--- src/rtl/mem_port_arbiter.sv ---
// Round-robin arbiter sharing one 12-bit/8-bit memory port between fetch, load/store and debug.
// Runs a fixed MEM_LAT-cycle access per grant; all outputs are registered.
module mem_port_arbiter #(
    parameter int MEM_LAT = 2
) (
    input  logic        clk,
    input  logic        rst,
    input  logic [2:0]  req,
    input  logic [2:0]  we,
    input  logic [11:0] addr0,
    input  logic [11:0] addr1,
    input  logic [11:0] addr2,
    input  logic [7:0]  wdata0,
    input  logic [7:0]  wdata1,
    input  logic [7:0]  wdata2,
    input  logic [7:0]  mem_rdata,
    output logic [2:0]  gnt,
    output logic [2:0]  done,
    output logic [11:0] mem_addr,
    output logic [7:0]  mem_wdata,
    output logic        mem_rd,
    output logic        mem_we,
    output logic [7:0]  rdata
);

    typedef enum logic [1:0] {
        IDLE   = 2'd0,
        ACCESS = 2'd1,
        FINISH = 2'd2
    } state_t;

    localparam logic [3:0] CNT_LAST = 4'(MEM_LAT - 1);

    state_t      state_q, state_d;
    logic [3:0]  cnt_q, cnt_d;
    logic [1:0]  last_q, last_d;
    logic [2:0]  gnt_q, gnt_d;
    logic [2:0]  done_q, done_d;
    logic [11:0] addr_q, addr_d;
    logic [7:0]  wdata_q, wdata_d;
    logic [7:0]  rdata_q, rdata_d;
    logic        rd_q, rd_d;
    logic        we_q, we_d;

    logic [1:0]  cand [3];
    logic [1:0]  win;
    logic        win_vld;

    function automatic logic [1:0] next_idx(input logic [1:0] i);
        return (i == 2'd2 || i == 2'd3) ? 2'd0 : i + 2'd1;
    endfunction

    // Candidates in priority order starting after the last served requester.
    always_comb begin
        cand[0] = next_idx(last_q);
        cand[1] = next_idx(cand[0]);
        cand[2] = next_idx(cand[1]);
        win     = 2'd0;
        win_vld = 1'b0;
        for (int k = 2; k >= 0; k--) begin
            if (req[cand[k]]) begin
                win     = cand[k];
                win_vld = 1'b1;
            end
        end
    end

    // NOTE: asynchronous reset clears every register, so an access cut short by
    // reset can never produce a late done pulse.
    always_ff @(posedge clk or posedge rst) begin
        if (rst) begin
            state_q <= IDLE;
            cnt_q   <= '0;
            last_q  <= 2'd2;
            gnt_q   <= '0;
            done_q  <= '0;
            addr_q  <= '0;
            wdata_q <= '0;
            rdata_q <= '0;
            rd_q    <= 1'b0;
            we_q    <= 1'b0;
        end else begin
            state_q <= state_d;
            cnt_q   <= cnt_d;
            last_q  <= last_d;
            gnt_q   <= gnt_d;
            done_q  <= done_d;
            addr_q  <= addr_d;
            wdata_q <= wdata_d;
            rdata_q <= rdata_d;
            rd_q    <= rd_d;
            we_q    <= we_d;
        end
    end

    // NOTE: every combinational output gets a default before the case so no latch is inferred.
    always_comb begin
        state_d = state_q;
        unique case (state_q)
            IDLE:    if (win_vld) state_d = ACCESS;
            ACCESS:  if (cnt_q == CNT_LAST) state_d = FINISH;
            FINISH:  state_d = IDLE;
            default: state_d = IDLE;
        endcase
    end

    always_comb begin
        cnt_d   = cnt_q;
        last_d  = last_q;
        gnt_d   = gnt_q;
        done_d  = '0;
        addr_d  = addr_q;
        wdata_d = wdata_q;
        rdata_d = rdata_q;
        rd_d    = rd_q;
        we_d    = we_q;
        unique case (state_q)
            IDLE: begin
                if (win_vld) begin
                    gnt_d  = 3'b001 << win;
                    last_d = win;
                    cnt_d  = '0;
                    we_d   = we[win];
                    rd_d   = ~we[win];
                    unique case (win)
                        2'd0: begin
                            addr_d  = addr0;
                            wdata_d = wdata0;
                        end
                        2'd1: begin
                            addr_d  = addr1;
                            wdata_d = wdata1;
                        end
                        default: begin
                            addr_d  = addr2;
                            wdata_d = wdata2;
                        end
                    endcase
                end
            end
            ACCESS: begin
                cnt_d = cnt_q + 4'd1;
                if (cnt_q == CNT_LAST) begin
                    if (rd_q) rdata_d = mem_rdata;
                    rd_d   = 1'b0;
                    we_d   = 1'b0;
                    done_d = gnt_q;
                end
            end
            FINISH: begin
                gnt_d = '0;
            end
            default: begin
                gnt_d = '0;
                rd_d  = 1'b0;
                we_d  = 1'b0;
            end
        endcase
    end

    assign gnt       = gnt_q;
    assign done      = done_q;
    assign mem_addr  = addr_q;
    assign mem_wdata = wdata_q;
    assign mem_rd    = rd_q;
    assign mem_we    = we_q;
    assign rdata     = rdata_q;

endmodule

--- config.mk ---
export PLATFORM = sky130hd
export DESIGN_NAME = mem_port_arbiter
export DESIGN_NICKNAME = d
export VERILOG_FILES = /design/src/rtl/mem_port_arbiter.sv
export SDC_FILE = /design/constraint.sdc
export NUM_CORES = 1
export LEC_CHECK = 0
export BUFFER_PORTS_ARGS = -buffer_cell sky130_fd_sc_hd__buf_2
export CAP_MARGIN = 10
export CORE_ASPECT_RATIO = 1.25
export CORE_MARGIN = 5
export CORE_UTILIZATION = 30
export DETAILED_ROUTE_END_ITERATION = 8
export PLACE_DENSITY = 0.53
export SKIP_CTS_REPAIR_TIMING = 1
export SYNTH_ARGS = -nofsm -noshare
export SYNTH_HDL_FRONTEND = slang
export SYNTH_SLANG_ARGS = --single-unit
export TNS_END_PERCENT = 1
--- constraint.sdc ---
create_clock -name clk -period 3.85 [get_ports clk]
set_input_delay 0.385 -clock clk [delete_from_list [all_inputs] [get_ports clk]]
set_output_delay 0.385 -clock clk [all_outputs]
set_load 0.005 [all_outputs]
==> Yosys cells after proc, flatten, opt, wreduce, memory -nomap -nowiden <==
Cells that the tools add are included.
Widths: inputs -> output; s select.
{ "word_totals": {"output_inout_bits": 36, "register_bits": 44} }
{ "classes": {"add_sub_neg": 4, "bitwise": 3, "magnitude_cmp": 4, "muxes": 33, "n_reduce_logical": 12, "eq_ne": 12, "shift": 1} }
{ "ops": {"columns": ["operator", "count"], "rows": [
  ["$pmux 12 s2", 1],
  ["$mux 2", 8],
  ["$pmux 8 s2", 1],
  ["$eq 2x2->1 const B", 7],
  ["$lt 2x3->1 const B", 4],
  ["$mux 1", 10],
  ["$mux 3", 3],
  ["$bmux 1 s2", 4],
  ["$pmux 4 s2", 1],
  ["$reduce_and 2->1", 4],
  ["$add 2x1->2 const B", 3],
  ["$pmux 1 s3", 2],
  ["$pmux 3 s2", 1],
  ["$reduce_and 3->1", 2],
  ["$add 4x1->4 const B", 1],
  ["$eq 2x1->1 const B", 2],
  ["$eq 4x1->1 const B", 1],
  ["$logic_not 2->1", 2],
  ["$mux 4", 1],
  ["$ne 2x2->1 const B", 2],
  ["$pmux 2 s2", 1],
  ["$logic_or 1x1->1", 3],
  ["$not 1->1", 3],
  ["$shl 1x2->3 const A", 1],
  ["$reduce_bool 2->1", 1]
]} }

==> Longest topological paths before layout <==
Gate-level depths: netlist (run 1).
{ "depth": {"ltp_word": 19, "ltp_mapped": 6, "mapped_depth_nobuf": 6} }

==> Worst setup path before layout (run 1) <==
OpenSTA, ideal clock, no wires.
{ "synth_timing": {"path_kind": "register -> register", "start": "reg cnt_q[1]", "end": "reg rdata_q[0] (netlist: rdata[0])", "path_buffers": 0, "setup_ns": 0.125, "arrival_ns": 1.527, "path_slack_ns": 2.198, "path_stages_with_launch": 7, "synth_period_minus_slack_ns": 1.652, "cell_sequence": "dfrtp_1 > inv_1 > ha_1 > or3b_4 > nor2_8 > nand2_4 > mux2_4"} }
{ "synth_between": {"elab_chain_len": 2} }
{ "synth_lines": {"columns": ["element", "line", "rtl"], "rows": [
  ["start, declared", "35", "logic [3:0] cnt_q, cnt_d;"],
  ["start signal, assigned", "84", "cnt_q <= cnt_d;"],
  ["$eq 4x1->1", "143", "if (cnt_q == CNT_LAST) begin"],
  ["$reduce_and 3->1 (no line)", null, null],
  ["end signal, assigned", "90", "rdata_q <= rdata_d;"],
  ["end, declared", "41", "logic [7:0] rdata_q, rdata_d;"]
]} }
Every way passes these cells.
A chain may end at the register's enable or synchronous reset.

==> Final worst setup path (run 1) <==
{ "layout_timing": {"start": "reg last_q[1]", "end": "reg addr_q[10] (netlist: mem_addr[10])"} }
{ "layout_between": {"elab_chain_len": 16} }
{ "layout_lines": {"columns": ["element", "line", "rtl"], "rows": [
  ["start, declared", "36", "logic [1:0] last_q, last_d;"],
  ["start signal, assigned", "85", "last_q <= last_d;"],
  ["parallel branches: the longest is 2 deep, another holds $add 2x1->2", null, null],
  ["$mux 2 *", "50", "return (i == 2'd2 || i == 2'd3) ? 2'd0 : i + 2'd1;"],
  ["parallel branches: the longest is 13 deep, another holds $add 2x1->2", null, null],
  ["end signal, assigned", "88", "addr_q <= addr_d;"],
  ["end, declared", "39", "logic [11:0] addr_q, addr_d;"]
]} }
Every way passes the cells marked *. The select of a mux whose other input is x is not followed.

==> impl_metrics.json, run 1 <==
{
  "status": "finished, final reports clean",
  "fin_crit_ps": 2140,
  "antenna_found_initial": 0,
  "drv_slew": 0,
  "drv_cap": 0,
  "drc": 0,
  "syn_avg_cell_area_um2": 10.88,
  "r2r_cells": 4,
  "p_sw_w": 0.0008194,
  "synth_area_leaders": "dfrtp_1 (50%), a21oi_1 (6.8%), mux2_4 (5.6%)",
  "synth_edf_count": 0,
  "tightest_slew_ps": 1118,
  "clock_latency_ps": 290,
  "cts-root-buf": "clkbuf_8",
  "post-route-util_pct": 41.30,
  "final_antenna_net_count": 0,
  "dpl.hpwl_um": 4327,
  "synthArstFlopShare_pct": 100.0,
  "slew_headroom_pct": 25.49,
  "vias": 1881,
  "clock_sinks": 44,
  "grt_remaining_overflow": 0,
  "synth_nets": 274,
  "fin_crit_sh_pct": 55.60,
  "clk_path_buf_depth": 2,
  "r2r_end": "mem_addr[10]",
  "finalSetupTns_ps": 0,
  "ys.flop_type": "dfrtp_1",
  "numCtsBuffers": 5,
  "final_hold_viol_count": 0,
  "synth_cell_types": 37,
  "die_area_mm2": 0.008908,
  "wl_per_cell_um": 15.18,
  "grt_pass1_wl_um": 9611,
  "critPathKind": "reg -> reg",
  "crit_path_top_delay_cell": "o2bb2ai_2",
  "grt_start_max_net_pins": 45,
  "cp-end-kind": "register",
  "grt_usage_pct": 13.57,
  "n_antenna_cell": 0,
  "slowest_delay_ps": 830,
  "cp_num_buf_inv": 0,
  "clock_skew_ps": 7.262,
  "switching_share_pct": 37.23,
  "initial_core_util_pct": 30.77,
  "clockPowerShare_pct": 17.5,
  "cp-start-kind": "register",
  "die_h_um": 104.3,
  "crit_family": "compound AO/OA/AOI/OAI gates",
  "worstPathRequired_ps": 4070,
  "seqPwrFrac_pct": 37.7,
  "placed_area_mm2": 0.002738,
  "r2r_slack_ps": 1710,
  "firstDrtPassIters": 6,
  "max-vdd-ir-drop_mv": 0.3205,
  "holdCritPathClass": "in -> async",
  "rsz0062_at_grt": "no",
  "synthToLayoutAreaGrowth_pct": 34.25,
  "place.gp.congestion": 0.7313,
  "die_w_um": 85.43,
  "tritoncts": "built",
  "io-pin-count": 112,
  "netlist.area_leader.share_pct": 50.44,
  "wirelength_um": 5965,
  "p_int_w": 0.001382,
  "rows": 34,
  "fin_nets": 380,
  "ys_seq_area_share_pct": 51.67,
  "drive_above_1_share_pct": 48.18,
  "comb_power_share_pct": 44.7,
  "cp.depth": 4,
  "synth.most_common_cell": "dfrtp_1",
  "clock.fmax_mhz": 467.2,
  "synth_common_cells": "dfrtp_1 (43), a21oi_1 (29), nor2_1 (24)",
  "crit_arrival_ps": 2360,
  "port_buffers": 111,
  "cts.clk_slew.worst_paths_ps": 90,
  "yosysWarnings": 0,
  "reg2reg_from": "last_q[1]",
  "drtIter0Drc": 129,
  "core-area_mm2": 0.006934,
  "ctsHtreeMaxLevel": 2,
  "synthCells": 196,
  "synth_area_mm2": 0.002133,
  "synth_seq_cells": 44,
  "cellPowerDensity_mw_per_mm2": 768.5,
  "path_cells": "and2b_1 > o2bb2ai_2 > a222oi_1 > a21oi_1",
  "yosys.area.top_type": "dfrtp_1",
  "setup_violations": 0,
  "cp_max_fo": 23,
  "first_global_vias": 1942,
  "cellLeakagePower_nw": 1.414,
  "via_per_inst": 4.786,
  "final_area_mm2": 0.002864
}
==> power groups by stage <==
stage	logic, W	registers [W]	clock network, W
6_report	0.000985	0.000831	0.000385
5_1_grt	0.00110	0.000864	0.000420
4_1_cts	0.00100	0.000833	0.000395
3_5_place_dp	0.00100	0.000838	0
3_3_place_gp	0.000988	0.000836	0
2_1_floorplan	0.000685	0.000820	0
==> worst max-delay path by stage <==
stage,startpoint,endpoint,slack [ps]
after global routing,last_q[1],mem_addr[10],1470
after CTS,last_q[1],mem_addr[2],1700
after global placement,last_q[1],mem_rd,1740
after floorplan,cnt_q[1],rdata[0],2200
after detailed placement,last_q[1],mem_rd,1710
final,last_q[1],mem_addr[10],1710
==> cell families after synthesis <==
family,share of synthesized area [%]
AND/OR/NAND/NOR,13.49
AO/OA/AOI/OAI,22.41
flip-flops,51.67
buffers and inverters,4.222
adder cells (fa/ha/maj),1.173
multiplexers,6.628
XOR/XNOR,0.4106
==> metal layers <==
layer  global-route usage [%]  wire, µm
met2                    23.61      3112
met5                        0         0
met1                    16.45      2430
met3                    3.090       342
met4                    4.072        79
==> registers in the layout (all words and copies together), names as in the netlist <==
register / flops
gnt: 3
mem_rd: 1
mem_we: 1
done: 3
mem_addr: 12
mem_wdata: 8
last_q: 2
state_q: 2
rdata: 8
cnt_q: 4
==> final cells by class <==
type / instances / area [µm²]
Fill cell: 696 / 4070
Sequential cell: 44 / 1102
Multi-Input combinational cell: 135 / 944.7
Timing Repair Buffer: 112 / 563.0
Tap cell: 90 / 112.6
Clock buffer: 7 / 96.34
Clock inverter: 1 / 30.03
Inverter: 4 / 15.01
==> metrics by stage <==
stage | std cells | hold slack (ps) | total power, W | setup WS, ps
floorplan | 196 | 451.6 | 0.001505 | 2198
global placement | 385 | 468.1 | 0.001824 | 1737
detailed placement | 385 | 469.0 | 0.001841 | 1715
CTS | 393 | 307.4 | 0.002233 | 1696
global route | 393 | 300.8 | 0.002384 | 1468
finish | 393 | 298.5 | 0.002201 | 1710
==> cell usage in the layout (no fill, tap or decap), drive strengths merged, types with 2 or more instances in the layout <==
master	count
mux2	9
nor2	25
nand3	2
and2	3
a21oi	36
clkbuf	7
buf	112
dfrtp	43
nand2b	2
nand2	14
ha	2
a22oi	10
a222oi	11
inv	4
nor3	2
o21ai	6
o2bb2ai	2
Power figures use the tool's default switching activity.
==> run 2: changes to the inputs <==
==> constraint.sdc (replaced) <==
create_clock -name clk -period 2.2 [get_ports clk]
set_input_delay 0.22 -clock clk [delete_from_list [all_inputs] [get_ports clk]]
set_output_delay 0.22 -clock clk [all_outputs]
set_load 0.005 [all_outputs]
==> impl_metrics.json, run 2 (synthesis results as in run 1) <==
{
  "status": "finished, final reports clean",
  "cellLeakagePower_nw": 1.434,
  "grt_pass1_wl_um": 9411,
  "wirelength_um": 5846,
  "dpl.hpwl_um": 4355,
  "vias": 1902,
  "drtIter0Drc": 99,
  "largest_register_ffs": 12,
  "antenna_found_initial": 0,
  "numCtsBuffers": 5,
  "wl_per_cell_um": 14.69,
  "grt_remaining_overflow": 0,
  "final_hold_viol_count": 0,
  "n_antenna_cell": 0,
  "crit_family": "compound AO/OA/AOI/OAI gates",
  "drive_above_1_share_pct": 48.70,
  "grt_start_max_net_pins": 45,
  "cp_max_fo": 15,
  "drv_slew": 0,
  "cts-root-buf": "clkbuf_8",
  "reg2reg_from": "last_q[1]",
  "rows": 34,
  "synthToLayoutAreaGrowth_pct": 35.72,
  "clock.fmax_mhz": 548.9,
  "post-route-util_pct": 41.75,
  "crit_path_top_delay_cell": "dfstp_2",
  "finalSetupTns_ps": 0,
  "setup_violations": 0,
  "fin_crit_ps": 1822,
  "initial_core_util_pct": 30.77,
  "die_h_um": 104.3,
  "slew_headroom_pct": 55.21,
  "core-area_mm2": 0.006934,
  "die_w_um": 85.43,
  "ctsHtreeMaxLevel": 2,
  "io-pin-count": 112,
  "drc": 0,
  "cp-start-kind": "register",
  "clock_skew_ps": 4.925,
  "final_cell_mix": "buf_2 (111), dfrtp_1 (43), a21oi_1 (29), nor2_1 (24), nand2_1 (13)",
  "cts.clk_slew.worst_paths_ps": 80,
  "r2r_slack_ps": 380,
  "holdCritPathClass": "in -> async",
  "r2r_end": "mem_wdata[1]",
  "cp-end-kind": "register",
  "clock_sinks": 44,
  "drv_cap": 0,
  "critPathMostFrequentCell": "a21oi_1",
  "slowest_delay_ps": 550,
  "cp_num_buf_inv": 1,
  "worstPathRequired_ps": 2380,
  "crit_arrival_ps": 2000,
  "clock_latency_ps": 290,
  "die_area_mm2": 0.008908,
  "clk_path_buf_depth": 2,
  "final_common_cell": "buf_2",
  "rsz0062_at_grt": "no",
  "fin_crit_sh_pct": 82.81,
  "cellPowerDensity_mw_per_mm2": 1323,
  "first_global_vias": 1965,
  "r2r_cells": 5,
  "place.gp.congestion": 0.7056,
  "tritoncts": "built",
  "fillers": 702,
  "port_buffers": 111,
  "grt_usage_pct": 13.33,
  "via_per_inst": 4.779,
  "firstDrtPassIters": 5,
  "fin_nets": 385,
  "critPathKind": "reg -> reg",
  "max-vdd-ir-drop_mv": 0.4868,
  "tightest_slew_ps": 671.8,
  "final_antenna_net_count": 0,
  "path_cells": "and2b_1 > a22o_1 > buf_4 > a21oi_1 > a21oi_1"
}
[run 2: cell count changes in the layout (fill, tap and decap cells not counted)]
cell	delta
clkbuf_8	-2
clkinv_2	+1
buf_12	+1
clkbuf_1	+1
buf_4	+4
[run 2: worst max-delay path by stage]
stage	start	end	slack, ps	cells past startpoint
finish	last_q[1]	mem_wdata[1]	380	5
global route	last_q[1]	mem_wdata[1]	230	5
CTS	last_q[1]	mem_wdata[1]	360	5
detailed placement	last_q[1]	mem_wdata[1]	360	5
global placement	last_q[1]	mem_wdata[1]	420	5
floorplan	cnt_q[1]	rdata[0]	550	6
[run 2: metal layers]
layer  track usage [%]  routed length (µm)  share of wire [%]  up-vias
li1                  -                   -                  -      933
met1             15.81                2341                 40      896
met2             22.72                3009                 51       65
met5                 0                   0                  0        -
met3             3.803                 403                6.9        8
met4             4.638                  92                1.6        0
[run 2: per-stage QoR]
stage               power [W]  cell area [µm²]  instances  setup WS (ps)  hold slack (ps)
finish               0.003829             2895        398          378.3            67.06
global route         0.004182             2895        398          227.9            102.4
CTS                  0.003913             2895        398          357.9            82.84
detailed placement   0.003281             2788        390          363.4            410.6
global placement     0.003255             2788        390          423.1            400.3
floorplan            0.002634             2133        196          548.0            368.5
[run 2: tightest hold or removal path, cell delays in order]
cell	delay (ps)
buf_2	100
inv_2	30
buf_4	470
[run 2: where the power goes]
group	internal, W	switching (W)
Combinational	0.000876	0.000898
Clock	0.000337	0.000275
Sequential	0.00120	0.000248
Total	0.00241	0.00142
[run 2: area by class of cell]
cell class | instances | area (µm²) | share of cell area [%]
clock buffers | 6 | 72.57 | 2.506
clock inverters | 2 | 35.03 | 1.210
inverters | 4 | 15.01 | 0.5186
flip-flops and latches | 44 | 1102 | 38.07
multi-input cells | 135 | 944.7 | 32.63
repair buffers | 117 | 613.1 | 21.18
well taps | 90 | 112.6 | 3.889
